===== src/rtl/switch_allocator.sv =====
// Purpose: five-port crossbar switch allocator, one round-robin arbiter per output with wormhole locking.
// Latency: zero; grant and selects are combinational from requests plus registered lock/owner/ptr state.
// Backpressure: out_ready low on an output grants nobody there and holds all of that output's state.
module switch_allocator (
    input  logic        clk,
    input  logic        rst_n,
    input  logic [4:0]  req_valid,
    input  logic [14:0] req_dst,
    input  logic [4:0]  req_tail,
    input  logic [4:0]  out_ready,
    output logic [4:0]  grant,
    output logic [2:0]  S_E,
    output logic [2:0]  S_W,
    output logic [2:0]  S_N,
    output logic [2:0]  S_S,
    output logic [2:0]  S_Ejec
);

    localparam int         NP       = 5;
    localparam logic [2:0] SEL_IDLE = 3'd7;

    // Per-output arbiter state: wormhole reservation plus round-robin pointer.
    typedef struct packed {
        logic       lock;
        logic [2:0] owner;
        logic [2:0] ptr;
    } arb_t;

    arb_t       arb_q   [NP];
    arb_t       arb_d   [NP];
    logic [4:0] cand    [NP];   // cand[o][i]: input i is a legal requester for output o
    logic [4:0] win_vld;
    logic [2:0] win     [NP];
    logic [4:0] grant_raw;

    // (p + k) mod 5 for p in 0..4 and k in 0..4.
    function automatic logic [2:0] rr_idx(input logic [2:0] p, input int k);
        int s;
        s = int'(p) + k;
        if (s >= NP) begin
            s = s - NP;
        end
        return 3'(s);
    endfunction

    // Candidate matrix: valid, addressed to o, and not a U-turn. dst 5..7 matches nothing.
    always_comb begin
        for (int o = 0; o < NP; o++) begin
            cand[o] = '0;
            for (int i = 0; i < NP; i++) begin
                cand[o][i] = req_valid[i] && (req_dst[3*i +: 3] == 3'(o)) && (o != i);
            end
        end
    end

    // Per-output arbitration: locked outputs serve only their owner, free ones search from ptr.
    always_comb begin
        for (int o = 0; o < NP; o++) begin
            win_vld[o] = 1'b0;
            win[o]     = 3'd0;
            if (out_ready[o]) begin
                if (arb_q[o].lock) begin
                    if (cand[o][arb_q[o].owner]) begin
                        win_vld[o] = 1'b1;
                        win[o]     = arb_q[o].owner;
                    end
                end else begin
                    for (int k = 0; k < NP; k++) begin
                        if (!win_vld[o] && cand[o][rr_idx(arb_q[o].ptr, k)]) begin
                            win_vld[o] = 1'b1;
                            win[o]     = rr_idx(arb_q[o].ptr, k);
                        end
                    end
                end
            end
        end
    end

    // Fold per-output winners back into per-input grants; each input names one output.
    always_comb begin
        grant_raw = '0;
        for (int o = 0; o < NP; o++) begin
            if (win_vld[o]) begin
                grant_raw[win[o]] = 1'b1;
            end
        end
    end

    // Drive outputs; reset forces everything idle regardless of requests.
    always_comb begin
        grant  = rst_n ? grant_raw : 5'b0;
        S_E    = (rst_n && win_vld[0]) ? win[0] : SEL_IDLE;
        S_W    = (rst_n && win_vld[1]) ? win[1] : SEL_IDLE;
        S_N    = (rst_n && win_vld[2]) ? win[2] : SEL_IDLE;
        S_S    = (rst_n && win_vld[3]) ? win[3] : SEL_IDLE;
        S_Ejec = (rst_n && win_vld[4]) ? win[4] : SEL_IDLE;
    end

    // Next state: heads/bodies reserve the output, tails release it and advance priority past the winner.
    always_comb begin
        for (int o = 0; o < NP; o++) begin
            arb_d[o] = arb_q[o];
            if (win_vld[o]) begin
                if (req_tail[win[o]]) begin
                    arb_d[o].lock = 1'b0;
                    arb_d[o].ptr  = rr_idx(win[o], 1);
                end else begin
                    arb_d[o].lock  = 1'b1;
                    arb_d[o].owner = win[o];
                end
            end
        end
    end

    // State register with synchronous active-low reset; reset drops every lock.
    always_ff @(posedge clk) begin
        for (int o = 0; o < NP; o++) begin
            if (!rst_n) begin
                arb_q[o] <= '0;
            end else begin
                arb_q[o] <= arb_d[o];
            end
        end
    end

endmodule


===== config.mk =====
export PLATFORM = sky130hd
export DESIGN_NAME = switch_allocator
export DESIGN_NICKNAME = d
export VERILOG_FILES = /design/src/rtl/switch_allocator.sv
export SDC_FILE = /design/constraint.sdc
export NUM_CORES = 1
export LEC_CHECK = 0
export BUFFER_PORTS_ARGS = -buffer_cell sky130_fd_sc_hd__buf_2
export CAP_MARGIN = 0
export CORE_MARGIN = 2
export CORE_UTILIZATION = 35
export DETAILED_ROUTE_END_ITERATION = 8
export GPL_TIMING_DRIVEN = 0
export PLACE_DENSITY_LB_ADDON = 0.3
export SETUP_SLACK_MARGIN = 0.02
export SLEW_MARGIN = 10
export SYNTH_ARGS = -nofsm -noshare
export SYNTH_HDL_FRONTEND = slang
export SYNTH_SLANG_ARGS = --single-unit

===== constraint.sdc =====
create_clock -name clk -period 7.95 [get_ports clk]
set_input_delay 0.3975 -clock clk [delete_from_list [all_inputs] [get_ports clk]]
set_output_delay 0.3975 -clock clk [all_outputs]
set_load 0.01 [all_outputs]

-- Word-level counts from Yosys, hierarchy flattened
Memories as Yosys holds them, arrays and structs flattened.
Index checks and enable logic that the tools add are counted.
- $add $sub $neg: 55
- order comparisons: 70
- eq/ne operators: 16
- multiplexer cells: 318
- bitwise gates (word level): 9
- reduce and logical (&&, ||, !) cells: 74
- operator list (cell ; count):
    $mux W3 ; 135
    $lt A3 B4 Y1 const B ; 35
    $mux W1 ; 127
    $bmux W1 S3 ; 35
    $ge A4 B3 Y1 const B ; 25
    $sub A3 B3 Y3 const B ; 30
    $mux W7 ; 10
    $logic_and A1 B1 Y1 ; 50
    $add A3 B1 Y4 const B ; 10
    $add A3 B2 Y4 const B ; 10
    $mux W5 ; 6
    $eq A3 B2 Y1 const B ; 8
    $add A3 B3 Y4 const B ; 5
    $logic_not A1 Y1 ; 20
    $or A5 B5 Y5 ; 4
    $demux W1 S3 ; 5
    $ge A3 B1 Y1 const B ; 5
    $ge A3 B3 Y1 const B ; 5
    $eq A3 B1 Y1 const B ; 4
    $eq A3 B3 Y1 const B ; 4
    $logic_not A3 Y1 ; 4
    $or A1 B1 Y1 ; 5
- register bits after elaboration: 0
- memory bits (writable): 35
- bits of input ports: 32
- output and inout port bits: 20
- logic and storage cells: 543
- memories kept: 1
- memories (memory ; depth ; width ; rd ports ; clocked after memory_dff ; write ports ; line ; RTL):
    arb_q ; 5 ; 7 ; 5 ; 0 ; 5 ; 29 ; arb_t arb_q [NP];

-- Longest topological paths before layout
Gate-level depths: netlist (run 1).
An unclocked memory read counts as a cell.
- depth after elaboration: 44
- gate-level depth with buffers: 21
- mapped depth without buffers: 19

-- Worst setup path before layout (run 1)
Ideal clock, no wire load.
- kind: register -> output
- from: mem arb_q[1][0] in the netlist's numbering
- to: out grant[0]
- arrival time: 3548 ps
- required time: 7553 ps
- slack: 4005 ps
- cell stages (with the launch flop): 17
- buffers on the path: 2
- cell sequence: dfxtp_1 buf_2 inv_2 ha_1 ha_1 clkbuf_1 a21oi_1 mux2i_1 a31o_1 o21bai_1 a21oi_1 o21a_1 o31ai_1 inv_2 nor2_1 a32oi_1 a31oi_1
- RTL lines (element ; line ; RTL):
    from (decl) ; 29 ;
    to (decl) ; 11 ; output logic [4:0] grant,

==> results.json, run 1 <==
{
  "cts_buffer_depth": 2,
  "synth.distinct_cells": 116,
  "core_sq_um": 21100,
  "die_h_um": 151,
  "busiest_layer": "met2",
  "synth_edf_count": 0,
  "row_count": 53,
  "drive_above_1_share_pct": 15.1,
  "route.antenna.remaining_nets": 0,
  "final_nets": 1167,
  "finalCoreUtilization_pct": 39.6,
  "grt_pass1_wl_um": 38300,
  "ctsHoldBuffers": 0,
  "setup_tns_ns": 0,
  "grt_max_degree": 12,
  "grt_pass1_vias": 7502,
  "num_vias": 8092,
  "cts-root-buf": "clkbuf_16",
  "synth_ff_type": "dfxtp_1",
  "synth_seq_cells": 35,
  "cp.required_ns": 7.55,
  "cts.clk_slew.worst_paths_ns": 0.06,
  "initial_core_util_pct": 35.9,
  "dr.pass1.iters": 7,
  "startpoint_type": "flop",
  "grt-ovfl-total": 0,
  "post-cts-setup-buffer-count": 0,
  "finalHoldViolCount": 0,
  "max_freq_mhz": 191,
  "powerDensity_nw_per_um2": 346,
  "htreeDepth": 2,
  "synth_fp_nets": 1109,
  "cts_resized": 0,
  "syn_area_sq_um": 7560,
  "arrival_ns": 4.84,
  "antenna_found_initial": 0,
  "vias_per_cell": 5.96,
  "avgSynthCellArea_sq_um": 7.39,
  "numCtsBuffers": 5,
  "track_usage_pct": 20.6,
  "fin_total_pwr_uw": 2890,
  "total_leakage_power_uw": 0.00326,
  "worstHoldPathType": "flop to flop",
  "routedWlPerCell_um": 17.5,
  "yosysSeqAreaShare_pct": 9.27,
  "num_antenna_cells": 0,
  "setup_viol_count_final": 0,
  "placed_cell_area_sq_um": 8160,
  "yosysWarnings": 0,
  "top_register": "arb_q",
  "insertion_delay_ns": 0.28,
  "ir_worst_vdd_mv": 0.192,
  "top_regs": "arb_q: 35 flops",
  "largest_reg_flops": 35,
  "timing.final.crit_share_pct": 65.9,
  "totalWireLength_um": 23800,
  "drtIter0Drc": 646,
  "slowest_delay_ns": 0.58,
  "crit_path_end_kind": "primary output",
  "hpwlAfterDp_um": 18900,
  "reg2reg_slack_ns": 3.33,
  "maxCapViolCount": 0,
  "met2_usage_pct": 34.2,
  "cp_cell_sequence": "clkbuf_1, inv_1, ha_1, clkbuf_1, a31oi_1, nand3b_1, a21oi_1, a31oi_1, a21oi_1, o21a_1, o31ai_1, inv_2, nor2_1, a32oi_1, a31oi_1, buf_2",
  "crit_slowest_cell": "o31ai_1",
  "worst-setup-path-type": "flop to primary output",
  "clkSinkCount": 35,
  "status": "completed",
  "cp_max_fo": 10,
  "die_w_um": 151,
  "multi_input_area_sq_um": 6440,
  "worst_pin_slew_ns": 1.13,
  "fillers": 2240,
  "cpMostUsedCell": "a31oi_1",
  "rsz0062_at_grt": "false",
  "ff_latch_area_sq_um": 701,
  "die_area_sq_um": 22800,
  "stdcell_count": 1357,
  "io_pins": 52,
  "design_area_sq_um": 8350,
  "area_delta_synth_final_pct": 10.4,
  "drv_slew": 0,
  "met1_usage_pct": 28.8,
  "async_flop_share_pct": 0,
  "netlist_instances": 1023,
  "clock_skew_ns": 0.00611,
  "met3_usage_pct": 1.99,
  "max_slew_margin_pct": 23.7,
  "cts_tree": "done",
  "finalCriticalPeriod_ns": 5.24,
  "drc": 0,
  "portBuffers": 51,
  "dpl.cell_count": 1349,
  "place.gp.congestion": 0.918
}
==> final timing paths <==
kind	startpoint	to	cells after the start
hold reg to reg	arb_q[4][5]	arb_q[4][5]	1
setup / recovery	arb_q[1][2]	grant[0]	16
setup reg to reg	arb_q[1][2]	arb_q[1][0]	14
hold / removal	arb_q[4][5]	arb_q[4][5]	1
==> Yosys cell counts (20+ instances only) <==
cell type	instances	area, sq um
ha_1	49	613
nand2_1	101	379
o21ai_0	47	235
inv_1	54	203
nor3_1	28	140
mux2i_1	43	430
a31oi_1	20	125
nor2_1	66	248
a21oi_1	71	355
nor2b_1	23	144
nand2b_1	26	163
nand3_1	36	180
dfxtp_1	35	701
==> layout by cell type, fill, tap and decap left out, types with 7 or more instances in the layout <==
cell	n
a2bb2oi_1	7
o22ai_1	13
xnor2_1	18
o21a_1	14
nand2_1	101
o211ai_1	10
a22oi_1	7
a21oi_1	71
o21ai_1	7
a211oi_1	14
buf_2	66
and2_1	17
nand4b_1	7
nor3_1	28
nor2b_1	23
inv_2	8
nor2_1	66
mux2i_1	43
inv_1	54
a31oi_1	20
ha_1	49
o31ai_1	17
nand4_1	10
dfxtp_1	35
clkbuf_1	15
nand3_1	36
nand2b_1	26
a211o_1	9
o21ai_0	47
a21o_1	10
or3_1	12
and3_1	10
==> per-stage QoR <==
| step | setup slack [ns] | hold slack [ns] |
|---|---|---|
| 6_report | 2.71 | 0.474 |
| 4_1_cts | 2.78 | 0.476 |
| 3_3_place_gp | 3.10 | 0.445 |
| 5_1_grt | 2.29 | 0.501 |
| 2_1_floorplan | 4.00 | 0.424 |
| 3_5_place_dp | 3.10 | 0.464 |
==> logic make-up after synthesis <==
| group | share of synthesized area (%) |
|---|---|
| muxes | 8.16 |
| xor gates and xnor gates | 2.99 |
| buffers and inverters | 5.61 |
| DFF | 9.27 |
| and+or+nand+nor | 28.8 |
| adders and majority gates | 9.70 |
| AOI/OAI and AO/OA | 35.5 |
==> routing by layer <==
| metal | up-vias | part of all wire (%) |
|---|---|---|
| li1 | 4004 | - |
| met1 | 3872 | 47 |
| met2 | 202 | 46 |
| met3 | 14 | 5.3 |
| met4 | 0 | 1.5 |
| met5 | - | 0 |
==> final cells by class <==
type | instances | share of cell area (%)
multi-input cells | 888 | 77.1
repair buffers | 51 | 3.06
well taps | 275 | 4.12
flip-flops and latches | 35 | 8.39
plain buffers | 36 | 2.20
clock buffers | 6 | 1.54
clock inverters | 2 | 0.719
inverters | 64 | 2.88
==> critical path: cells and delay by family (launching register included) <==
family          cells  cell delay, ns
compound gates      8            2.23
fa+ha+maj           1            0.30
buf+inv             5            1.08
flops               1            0.57
simple gates        2            0.36
==> report_power, final <==
| part | leakage, uW | internal, uW | switching (uW) |
|---|---|---|---|
| Combinational | 0.00288 | 931 | 1430 |
| Clock | 0.0000911 | 180 | 75.0 |
| Sequential | 0.000284 | 212 | 62.9 |
Power figures use the tool's default switching activity.
==> run 2, diff against run 1 <==
Clock period 7.95 ns to 5.27 ns, I/O delays scaled along.
==> results.json, run 2 (synthesis gave the netlist of run 1 again) <==
{
  "status": "completed",
  "portBuffers": 51,
  "setup_viol_count_final": 0,
  "startpoint_type": "flop",
  "maxCapViolCount": 0,
  "layout_commonest_cell": "nand2_1",
  "grt_pass1_vias": 7502,
  "stdcell_count": 1357,
  "grt_max_degree": 12,
  "area_delta_synth_final_pct": 10.6,
  "io_pins": 52,
  "top_register": "arb_q",
  "track_usage_pct": 20.6,
  "worstHoldPathType": "input port to flop",
  "htreeDepth": 2,
  "clkSinkCount": 35,
  "largest_reg_flops": 35,
  "clock_skew_ns": 0.00542,
  "antenna_found_initial": 0,
  "grt_pass1_wl_um": 38300,
  "ir_worst_vdd_mv": 0.293,
  "powerDensity_nw_per_um2": 522,
  "timing.final.ws_setup_ns": 0.358,
  "r2r_start": "arb_q[1][0]",
  "totalWireLength_um": 23700,
  "die_area_sq_um": 22800,
  "insertion_delay_ns": 0.28,
  "rsz0062_at_grt": "false",
  "startpoint": "arb_q[1][0]",
  "max_slew_margin_pct": 23.8,
  "placed_cell_area_sq_um": 8160,
  "max_freq_mhz": 204,
  "setup_tns_ns": 0,
  "worst-setup-path-type": "flop to primary output",
  "top_regs": "arb_q: 35 flops",
  "hold_path_startpoint": "out_ready[4]",
  "cts_buffer_depth": 2,
  "cts-root-buf": "clkbuf_16",
  "dr.pass1.iters": 7,
  "routedWlPerCell_um": 17.5,
  "cts_tree": "done",
  "vias_per_cell": 5.96,
  "drtIter0Drc": 643,
  "ctsHoldBuffers": 0,
  "hpwlAfterDp_um": 18900,
  "cp.required_ns": 5.01,
  "num_vias": 8084,
  "die_w_um": 151,
  "finalCriticalPeriod_ns": 4.91,
  "place_ws_ns": 0.557,
  "worst_pin_slew_ns": 1.13,
  "numCtsBuffers": 5,
  "cts_resized": 0,
  "final_nets": 1167,
  "design_area_sq_um": 8360,
  "drc": 0,
  "timing.final.crit_share_pct": 93.2,
  "num_antenna_cells": 0,
  "dpl.cell_count": 1349,
  "core_sq_um": 21100,
  "reg2reg_depth": 15,
  "cp_max_fo": 10,
  "row_count": 53,
  "arrival_ns": 4.65,
  "fillers": 2240,
  "initial_core_util_pct": 35.9,
  "drive_above_1_share_pct": 15.3,
  "drv_slew": 0,
  "layout_common_cells": "nand2_1 (101), a21oi_1 (71), buf_2 (66), nor2_1 (66), inv_1 (54)",
  "route.antenna.remaining_nets": 0,
  "cts.clk_slew.worst_paths_ns": 0.06,
  "die_h_um": 151,
  "total_leakage_power_uw": 0.00326,
  "hold_depth": 4,
  "place.gp.congestion": 0.918,
  "grt-ovfl-total": 0,
  "finalHoldViolCount": 0,
  "crit_path_end_kind": "primary output",
  "post-cts-setup-buffer-count": 0
}
==> run 2: cell count changes in the layout (fill, tap and decap cells not counted) <==
cell      previous run  this run
a31oi_1             20        19
a31oi_2              2         3
clkbuf_1            15        14
clkbuf_2             0         1
o31ai_1             17        16
o31ai_2              1         2
==> run 2: worst paths after layout <==
path | endpoint | slack, ns
max | grant[0] | 0.36
min | arb_q[4][6] | 0.40
max reg2reg | arb_q[1][0] | 0.68
min reg2reg | arb_q[4][5] | 0.47
==> run 2: metal layers <==
layer / vias to the layer above / GRT usage [%] / wire [um]
met1: 3840 / 28.8 / 11100
met2: 225 / 34.2 / 10800
met5: - / 0 / 0
li1: 4003 / - / -
met4: 0 / 4.58 / 364
met3: 16 / 1.99 / 1400
==> run 2: power breakdown <==
| part | total, uW | switching [uW] | internal [uW] |
|---|---|---|---|
| Sequential | 415 | 95.0 | 320 |
| Combinational | 3570 | 2160 | 1410 |
| Clock | 384 | 112 | 271 |
==> run 2: stage by stage <==
stage	hold WS [ns]	power, uW	utilization, %
6_report	0.397	4370	39.7
5_1_grt	0.435	4740	39.7
4_1_cts	0.390	4310	39.6
3_5_place_dp	0.464	3910	38.7
3_3_place_gp	0.445	3870	38.7
2_1_floorplan	0.424	3130	-
==> run 2: cell type report <==
cell class	count	area (sq um)	area share (%)
multi-input cells	888	6450	77.1
flip-flops and latches	35	701	8.38
well taps	275	344	4.11
repair buffers	51	255	3.05
inverters	64	240	2.87
plain buffers	36	185	2.21
clock buffers	6	129	1.54
clock inverters	2	60.1	0.718
==> run 2: critical path, stage by stage (launching register included) <==
cell      delay (ns)
dfxtp_1         0.42
buf_2           0.27
inv_2           0.13
ha_1            0.26
ha_1            0.28
clkbuf_1        0.34
a21oi_1         0.14
mux2i_1         0.42
a31o_1          0.24
o21bai_1        0.15
a21oi_1         0.17
o21a_1          0.23
o31ai_2         0.43
inv_2           0.14
nor2_1          0.16
a32oi_1         0.09
a31oi_1         0.29
buf_2           0.19
==> run 3, diff against run 2 <==
Settings changed: CORE_ASPECT_RATIO set to 1.5.
==> results.json, run 3 (synthesis gave the netlist of run 1 again) <==
{
  "cts_tree": "done",
  "numCtsBuffers": 5,
  "wl_met2_um": 12500,
  "total_leakage_power_uw": 0.00325,
  "cts_buffer_depth": 2,
  "powerDensity_nw_per_um2": 520,
  "finalCriticalPeriod_ns": 4.90,
  "drtIter0Drc": 477,
  "wl_met3_um": 1070,
  "place.gp.congestion": 0.935,
  "track_usage_pct": 21.3,
  "place_ws_ns": 0.591,
  "die_h_um": 184,
  "crit_path_end_kind": "primary output",
  "htreeDepth": 2,
  "cts.clk_slew.worst_paths_ns": 0.06,
  "arrival_ns": 4.64,
  "drt-met1-wl_um": 10100,
  "timing.final.crit_share_pct": 93.0,
  "fin_total_pwr_uw": 4330,
  "largest_reg_flops": 35,
  "layout_common_cells": "nand2_1 (101), a21oi_1 (71), buf_2 (66), nor2_1 (66), inv_1 (54)",
  "routedWlPerCell_um": 18.0,
  "r2r_start": "arb_q[2][1]",
  "rsz0062_at_grt": "false",
  "ir_worst_vdd_mv": 0.233,
  "fillers": 2292,
  "die_w_um": 124,
  "area_delta_synth_final_pct": 10.2,
  "highest_layer": "met4",
  "drive_above_1_share_pct": 15.2,
  "startpoint_type": "flop",
  "dr.pass1.iters": 5,
  "finalHoldViolCount": 0,
  "antenna_found_initial": 0,
  "worst_pin_slew_ns": 0.826,
  "insertion_delay_ns": 0.29,
  "holdPathEnd": "arb_q[2][5]",
  "setup_viol_count_final": 0,
  "hold_depth": 4,
  "route.antenna.remaining_nets": 0,
  "cp.required_ns": 5.01,
  "initial_core_util_pct": 35.8,
  "worst-setup-path-type": "flop to primary output",
  "setup_tns_ns": 0,
  "grt_max_degree": 14,
  "cts-root-buf": "clkbuf_16",
  "core_sq_um": 21100,
  "timing.final.ws_setup_ns": 0.367,
  "max_slew_margin_pct": 44.2,
  "io_pins": 52,
  "reg2reg_slack_ns": 0.64,
  "maxCapViolCount": 0,
  "row_count": 65,
  "worstHoldPathType": "input port to flop",
  "cp_max_fo": 10,
  "clkSinkCount": 35,
  "hpwlAfterDp_um": 19400,
  "num_antenna_cells": 0,
  "reg2reg_depth": 12,
  "totalWireLength_um": 24300,
  "final_nets": 1167,
  "drc": 0,
  "status": "completed",
  "grt_pass1_vias": 7988,
  "vias_per_cell": 6.10,
  "worst_r2r_endpoint": "arb_q[2][1]",
  "grt_pass1_wl_um": 39500,
  "portBuffers": 51,
  "hold_path_startpoint": "req_tail[4]",
  "grt-ovfl-total": 0,
  "clock_skew_ns": 0.00673,
  "top_register": "arb_q",
  "max_freq_mhz": 204,
  "drv_slew": 0,
  "post-cts-setup-buffer-count": 0,
  "die_area_sq_um": 22800,
  "layout_commonest_cell": "nand2_1",
  "top_regs": "arb_q: 35 flops",
  "num_vias": 8241
}
-- run 3: metal layers --
metal | vias to the layer above | GRT usage [%]
met5 | - | 0
met4 | 0 | 6.70
met3 | 40 | 1.49
met2 | 245 | 39.5
met1 | 3939 | 25.5
li1 | 4017 | -
-- run 3: worst max-delay path by stage --
stage | to | slack (ns) | startpoint | cells after the start
3_5_place_dp | grant[0] | 0.59 | arb_q[1][2] | 16
3_3_place_gp | grant[0] | 0.66 | arb_q[1][2] | 16
6_report | grant[0] | 0.37 | arb_q[2][1] | 13
2_1_floorplan | arb_q[3][1] | 1.40 | arb_q[3][0] | 18
4_1_cts | grant[0] | 0.24 | arb_q[1][2] | 16
5_1_grt | grant[0] | 0.02 | arb_q[2][0] | 16
-- run 3: stage by stage --
step | utilization, % | instance area (sq um) | hold WS [ns] | std cells
5_1_grt | 39.4 | 8330 | 0.427 | 1350
4_1_cts | 39.4 | 8330 | 0.389 | 1350
3_5_place_dp | 38.6 | 8150 | 0.454 | 1342
2_1_floorplan | - | 7560 | 0.424 | 1023
6_report | 39.4 | 8330 | 0.381 | 1350
3_3_place_gp | 38.6 | 8150 | 0.444 | 1342
-- run 3: repair_timing --
item / in CTS / in global routing
resized for setup: 0 / 1
hold buffers: 0 / 0
endpoints found under the hold margin: 0 / 0
endpoints found under the setup margin: 0 / 2
-- run 3: layout make-up --
class                      instances  area, sq um  share of cell area [%]
multi-input combinational        888         6440                    77.3
sequential                        35          701                    8.41
tap                              268          335                    4.03
timing repair buffer              51          255                    3.06
inverter                          64          240                    2.88
buffer                            36          184                    2.21
clock buffer                       5          125                    1.50
clock inverter                     3         47.5                   0.571
-- run 3: power breakdown --
group          internal, uW  switching [uW]
Sequential              319            93.9
Clock                   226             131
Combinational          1410            2150
-- run 3: critical path: stages (launching register included) --
cell       delay (ns)
dfxtp_1          0.63
inv_1            0.29
ha_1             0.30
ha_1             0.40
o2bb2ai_1        0.48
o22ai_1          0.19
nor3_1           0.45
a211oi_2         0.22
a31oi_1          0.17
a2bb2oi_1        0.38
buf_2            0.30
a32oi_1          0.13
a31oi_1          0.23
buf_2            0.17
